==> config.mk <==
export PLATFORM = sky130hd
export DESIGN_NAME = fifo_converter_64to32b
export DESIGN_NICKNAME = d
export VERILOG_FILES = /design/src/rtl/fifo_converter_64to32b.sv
export SDC_FILE = /design/constraint.sdc
export NUM_CORES = 1
export LEC_CHECK = 0
export ABC_CLOCK_PERIOD_IN_PS = 5130
export CORE_MARGIN = 2
export CORE_UTILIZATION = 41
export CTS_BUF_LIST = sky130_fd_sc_hd__clkbuf_2 sky130_fd_sc_hd__clkbuf_4 sky130_fd_sc_hd__clkbuf_8
export CTS_CLUSTER_SIZE = 24
export DETAILED_ROUTE_END_ITERATION = 10
export PLACE_DENSITY = 0.74
export RECOVER_POWER = 100
export SYNTH_ARGS = -nofsm -noshare
export SYNTH_HDL_FRONTEND = slang
export SYNTH_SLANG_ARGS = --single-unit
==> constraint.sdc <==
create_clock -name digiclk_i -period 5.13 [get_ports digiclk_i]
set_input_delay 1.026 -clock digiclk_i [delete_from_list [all_inputs] [get_ports digiclk_i]]
set_output_delay 1.026 -clock digiclk_i [all_outputs]
set_load 0.01 [all_outputs]
==> src/rtl/fifo_converter_64to32b.sv <==
`default_nettype none
// ============================================================================
// Module   : fifo_converter_64to32b
// Purpose  : Read-back width converter. Drains 64-bit words from a FWFT
//            source FIFO and writes them as two 32-bit words (low half
//            first) into a downstream 32-bit FIFO, for a programmed number
//            of 64-bit words.
// Ports    : digiclk_i  - clock, rising edge
//            reset      - asynchronous active-high reset
//            start_i    - one-cycle transfer request (IDLE only)
//            xfer_len_i - number of 64-bit words to move
//            abort_i    - synchronous abort back to IDLE
//            src_empty  - source FIFO empty
//            src_64bit  - source FIFO head word
//            src_re     - source pop (combinational)
//            dst_afull  - destination almost-full
//            dst_we     - destination write enable (registered)
//            dst_32bit  - destination data (registered)
//            busy_o     - transfer in progress
//            done_o     - one-cycle completion pulse
//            word_cnt_o - 32-bit words written since reset (wrapping)
// Revision : 1.0 - initial release
// ============================================================================
module fifo_converter_64to32b #(
  parameter int LEN_W = 16,
  parameter int CNT_W = 17
) (
  input  logic             digiclk_i,
  input  logic             reset,
  input  logic             start_i,
  input  logic [LEN_W-1:0] xfer_len_i,
  input  logic             abort_i,
  input  logic             src_empty,
  input  logic [63:0]      src_64bit,
  output logic             src_re,
  input  logic             dst_afull,
  output logic             dst_we,
  output logic [31:0]      dst_32bit,
  output logic             busy_o,
  output logic             done_o,
  output logic [CNT_W-1:0] word_cnt_o
);

  typedef enum logic [1:0] {
    S_IDLE = 2'd0,
    S_LOW  = 2'd1,
    S_HIGH = 2'd2,
    S_DONE = 2'd3
  } state_t;

  state_t           r_state;
  state_t           w_state_nxt;
  logic [LEN_W-1:0] r_words_left;
  logic [LEN_W-1:0] w_words_left_nxt;
  logic             r_dst_we;
  logic             w_dst_we_nxt;
  logic [31:0]      r_dst_data;
  logic [31:0]      w_dst_data_nxt;
  logic             r_done;
  logic             w_done_nxt;
  logic [CNT_W-1:0] r_word_cnt;

  always_comb begin
    w_state_nxt      = r_state;
    w_words_left_nxt = r_words_left;
    w_dst_we_nxt     = 1'b0;
    w_dst_data_nxt   = r_dst_data;
    w_done_nxt       = 1'b0;

    case (r_state)
      S_IDLE: begin
        if (start_i) begin
          if (xfer_len_i != '0) begin
            w_words_left_nxt = xfer_len_i;
            w_state_nxt      = S_LOW;
          end else begin
            w_state_nxt = S_DONE;
          end
        end
      end
      S_LOW: begin
        // The head word is only peeked here; it is popped with the high half.
        if (!src_empty && !dst_afull) begin
          w_dst_data_nxt = src_64bit[31:0];
          w_dst_we_nxt   = 1'b1;
          w_state_nxt    = S_HIGH;
        end
      end
      S_HIGH: begin
        // No empty check: the head word has not been popped yet.
        if (!dst_afull) begin
          w_dst_data_nxt   = src_64bit[63:32];
          w_dst_we_nxt     = 1'b1;
          w_words_left_nxt = r_words_left - LEN_W'(1);
          w_state_nxt      = (r_words_left == LEN_W'(1)) ? S_DONE : S_LOW;
        end
      end
      S_DONE: begin
        w_done_nxt  = 1'b1;
        w_state_nxt = S_IDLE;
      end
      default: begin
        w_state_nxt = S_IDLE;
      end
    endcase

    // Abort overrides everything, including a pending done pulse.
    if (abort_i) begin
      w_state_nxt      = S_IDLE;
      w_dst_we_nxt     = 1'b0;
      w_words_left_nxt = '0;
      w_done_nxt       = 1'b0;
      w_dst_data_nxt   = r_dst_data;
    end
  end

  always_ff @(posedge digiclk_i or posedge reset) begin
    if (reset) begin
      r_state      <= S_IDLE;
      r_words_left <= '0;
      r_dst_we     <= 1'b0;
      r_dst_data   <= '0;
      r_done       <= 1'b0;
      r_word_cnt   <= '0;
    end else begin
      r_state      <= w_state_nxt;
      r_words_left <= w_words_left_nxt;
      r_dst_we     <= w_dst_we_nxt;
      r_dst_data   <= w_dst_data_nxt;
      r_done       <= w_done_nxt;
      if (w_dst_we_nxt) begin
        r_word_cnt <= r_word_cnt + CNT_W'(1);
      end
    end
  end

  // Pop coincides with the edge that registers the high half.
  assign src_re     = (r_state == S_HIGH) && !dst_afull && !abort_i;
  assign busy_o     = (r_state == S_LOW) || (r_state == S_HIGH);
  assign dst_we     = r_dst_we;
  assign dst_32bit  = r_dst_data;
  assign done_o     = r_done;
  assign word_cnt_o = r_word_cnt;

endmodule
`default_nettype wire

# [Yosys cells after proc, flatten, opt, wreduce, memory -nomap -nowiden]
# Index checks and enable logic that the tools add are counted.
[totals] word_cells=54 inputBits=86 ff_bits=69 output_inout_bits=53
[classes] muxes=21 n_bitwise=1 n_addsub=2 n_eq_ne=10 reduce_logical=14
[op_table] cell="16-bit two-way mux" count=4
[op_table] cell="32-bit two-way mux" count=2
[op_table] cell="32-bit case mux with 2 select lines" count=1
[op_table] cell="16-bit case mux with 2 select lines" count=1
[op_table] cell="17-bit by 1-bit adder with 17-bit output (second input constant)" count=1
[op_table] cell="16-bit by 1-bit == test with 1-bit output (second input constant)" count=1
[op_table] cell="16-bit nonzero test" count=1
[op_table] cell="16-bit by 1-bit subtractor with 16-bit output (second input constant)" count=1
[op_table] cell="2-bit two-way mux" count=6
[op_table] cell="3-bit inequality test (second input constant)" count=4
[op_table] cell="2-bit case mux with 4 select lines" count=1
[op_table] cell="4-bit AND reduction" count=2
[op_table] cell="1-bit two-way mux" count=5
[op_table] cell="2-bit == test (second input constant)" count=2
[op_table] cell="2-bit inequality test (second input constant)" count=2
[op_table] cell="1-bit logical AND" count=3
[op_table] cell="1-bit zero test" count=3
[op_table] cell="3-bit AND reduction" count=1
[op_table] cell="3-bit nonzero test" count=1
[op_table] cell="2-bit by 1-bit == test with 1-bit output (second input constant)" count=1
[op_table] cell="2-bit zero test" count=1
[op_table] cell="1-bit case mux with 2 select lines" count=1
[op_table] cell="2-bit nonzero test" count=1
[op_table] cell="1-bit logical OR" count=1
[op_table] cell="1-bit inverter" count=1

# [Logic depth before layout (Yosys ltp)]
[depth] word_depth=5 ltp_mapped=9 mapped_depth_nobuf=7

# [Worst setup path after synthesis]
# Ideal clock, no wire load.
[synth_path] path_kind="input to output" start="input abort_i" end="output src_re" path_buffers=2 cell_stages=3 required_ns=4.104 slack_ns=2.454 arrival_ns=1.650 path_cell_list="clkbuf_1 -> clkbuf_1 -> nor2_1"
[synth_between] elab_chain_cells=2
[synth_rtl] element="start, declared" line_no="32" text="input logic abort_i,"
[synth_rtl] element="1-bit zero test" line_no="138" text="assign src_re = (r_state == S_HIGH) && !dst_afull && !abort_i;"
[synth_rtl] element="1-bit logical AND" line_no="138"
[synth_rtl] element="end, declared" line_no="35" text="output logic src_re,"
# Every way passes these cells.

# [Worst setup path in the final report]
# Same ends and word-level chain as after synthesis.

==> out/metrics.yaml <==
grt_pass1_wl_um: 15100
hold_path_end: "dst_32bit[25]"
nNetsFinal: 601
placed_area_um2: 5160
dp_hpwl_um: 6680
r2r_slack_ns: 1.72
overflow: 0
critPathRequiredTime_ns: 4.10
avgSynthCellArea_um2: 9.83
reg2regPathDepth: 7
max_clock_freq_mhz: 245
setup_viol: 0
cts.clk_slew.worst_paths_ns: 0.07
synth_seq_cells: 69
grt_pass1_vias: 3144
fin_crit_ns: 4.09
grt_max_degree: 65
cts_buffer_depth: 2
leakagePower_nw: 2.30
critical_path.startpoint: "abort_i"
criticalPathCategory: "in -> out"
htree_levels: 3
yosysWarnings: 0
grt_antenna_before_repair: 0
cts_tree: "yes"
drtPass1Iterations: 4
crit_path_start_kind: "input port"
insertion_delay_ns: 0.34
ys.flop_type: "dfrtp_1"
regToRegStartpoint: "r_state[0]"
antenna_left: 0
finalClockSkew_ns: 0.0113
end_kind: "output pin"
post_cts_buffers: 0
port_buffers: 138
start_util: 0.423
min_delay_path_depth: 2
powerDensity_nw_per_um2: 450
via_count: 3270
hp-class: "reg -> reg"
drive_gt1_frac: 0.0605
antenna_cells: 0
final_cell_area_um2: 5340
r2r-end: "word_cnt_o[14]"
crit_fanout: 25
async_flop_share: 1.00
syn_to_final_growth_pct: 44.1
ctsRootBufferMaster: "clkbuf_8"
drtIter0Drc: 131
design.die.area_um2: 9820
avgViaCountPerCell: 5.27
rsz0062_at_grt: "no"
tightestPinTransition_ns: 1.36
syn-num-nets: 471
drc: 0
track_usage: 0.191
cts_sinks: 69
synth_cell_types: 49
synth_edf_count: 0
ios: 139
hold_viol: 0
globalplace.congestion: 0.849
ys_seq_area_frac: 0.466
crit_arrival_ns: 3.06
postCtsResizedCells: 0
ir_drop_mv: 0.218
syn_area_um2: 3710
fin_crit_sh: 0.797
cap_violations: 0
rows: 34
numCtsBuffers: 9
netlist_instances: 377
die_y_um: 99.1
drt-wirelength-per-cell_um: 14.8
drv_slew: 0
status: "complete, no violations"
holdBufCountCts: 0
die_x_um: 99.1
floorplan.core_area_um2: 8760
tns_ns: 0
fillers: 760
min_from: "dst_32bit[25]"
wirelength_um: 9200
slew_headroom: 0.0960
whs_ns: 0.473
## flip-flops by register name, indices dropped and copies added (netlist names)
name	flops
dst_32bit	32
done_o	1
word_cnt_o	17
r_words_left	16
r_state	2
dst_we	1
## kinds of logic after synthesis
family          count (synthesis)  share of synthesized area
xor+xnor                       16                     0.0398
simple gates                  127                      0.189
compound gates                 90                      0.145
fa+ha+maj                       8                     0.0270
flops                          69                      0.466
buf+inv                        31                     0.0358
mux                            36                     0.0982
## cell type report
class	count	area, um2	share of cell area
Clock inverter	5	83.8	0.0157
Multi-Input combinational cell	277	1820	0.341
Sequential cell	69	1730	0.323
Clock buffer	11	139	0.0260
Timing Repair Buffer	142	1410	0.263
Tap cell	108	135	0.0253
Inverter	8	32.5	0.00609
## critical path: stages
cell and delay, ns:
clkdlybuf4s50_1 0.45, clkbuf_1 0.85, nor2_1 0.09, dlygate4sd3_1 0.64
## placed cells by master, fill, tap and decap left out, types with 2 or more instances in the layout
| cell type | count |
|---|---|
| a22oi_1 | 2 |
| and2_1 | 2 |
| inv_1 | 7 |
| o32ai_1 | 2 |
| nor2_1 | 11 |
| xor2_1 | 2 |
| dlygate4sd3_1 | 54 |
| nor3_1 | 11 |
| xnor2_1 | 14 |
| a21oi_1 | 22 |
| nand3_1 | 8 |
| or3_1 | 2 |
| nor2b_1 | 5 |
| o21ai_0 | 48 |
| mux2_2 | 3 |
| clkbuf_8 | 9 |
| ha_1 | 8 |
| and4_1 | 4 |
| nor4_1 | 7 |
| nand2_1 | 50 |
| buf_4 | 2 |
| or4_1 | 2 |
| a41o_1 | 2 |
| nand4_1 | 5 |
| a211oi_1 | 3 |
| and3_1 | 6 |
| clkbuf_4 | 2 |
| nand2b_1 | 5 |
| clkinvlp_4 | 2 |
| a31oi_1 | 4 |
| dfrtp_1 | 69 |
| clkdlybuf4s50_1 | 84 |
| bufinv_16 | 2 |
| or2_2 | 2 |
| mux2i_1 | 33 |
## cells in the mapped netlist (3+ instances only)
cell type / number / area share
a21oi_1: 22 / 0.030
nand2b_1: 5 / 0.0084
dfrtp_1: 69 / 0.47
nand3_2: 4 / 0.011
nand2_1: 50 / 0.051
nor3_1: 11 / 0.015
and3_1: 6 / 0.010
a211oi_1: 3 / 0.0061
nor4_1: 7 / 0.012
and4_1: 4 / 0.0094
buf_2: 5 / 0.0067
o21ai_0: 48 / 0.065
nand3_1: 4 / 0.0054
xnor2_1: 13 / 0.031
clkbuf_1: 14 / 0.014
nor2_1: 11 / 0.011
inv_1: 7 / 0.0071
a31oi_1: 4 / 0.0067
mux2_2: 3 / 0.0091
nand4_1: 5 / 0.0084
nor2b_1: 5 / 0.0084
mux2i_1: 33 / 0.089
ha_1: 8 / 0.027
## report_power, final
group,switching (mW),leakage [nW],internal (mW)
sequential,0.115,0.905,0.713
clock,0.209,0.107,0.287
combinational,0.590,1.29,0.492
## layer usage
| layer | global-route usage | vias up | share of wire |
|---|---|---|---|
| li1 | - | 1609 | - |
| met1 | 0.250 | 1516 | 0.41 |
| met2 | 0.301 | 138 | 0.47 |
| met3 | 0.0647 | 7 | 0.10 |
| met4 | 0.0590 | 0 | 0.013 |
| met5 | 0 | - | 0 |
## stage by stage
step	instances	worst slack, ns	utilization	power (mW)
2_1_floorplan	377	2.36	-	1.49
3_3_place_gp	604	1.71	0.588	1.96
3_5_place_dp	604	1.60	0.588	1.98
4_1_cts	620	1.69	0.614	2.48
5_1_grt	620	0.904	0.610	2.60
6_report	620	1.04	0.610	2.40
## worst max-delay path by stage
stage,end,slack (ns),cells past startpoint
finish,src_re,1.04,4
global route,src_re,0.90,4
CTS,src_re,1.69,5
detailed placement,r_words_left[1],1.60,6
global placement,r_words_left[8],1.71,6
floorplan,done_o,2.36,1
Note: power is estimated with default switching activity, not from simulation.
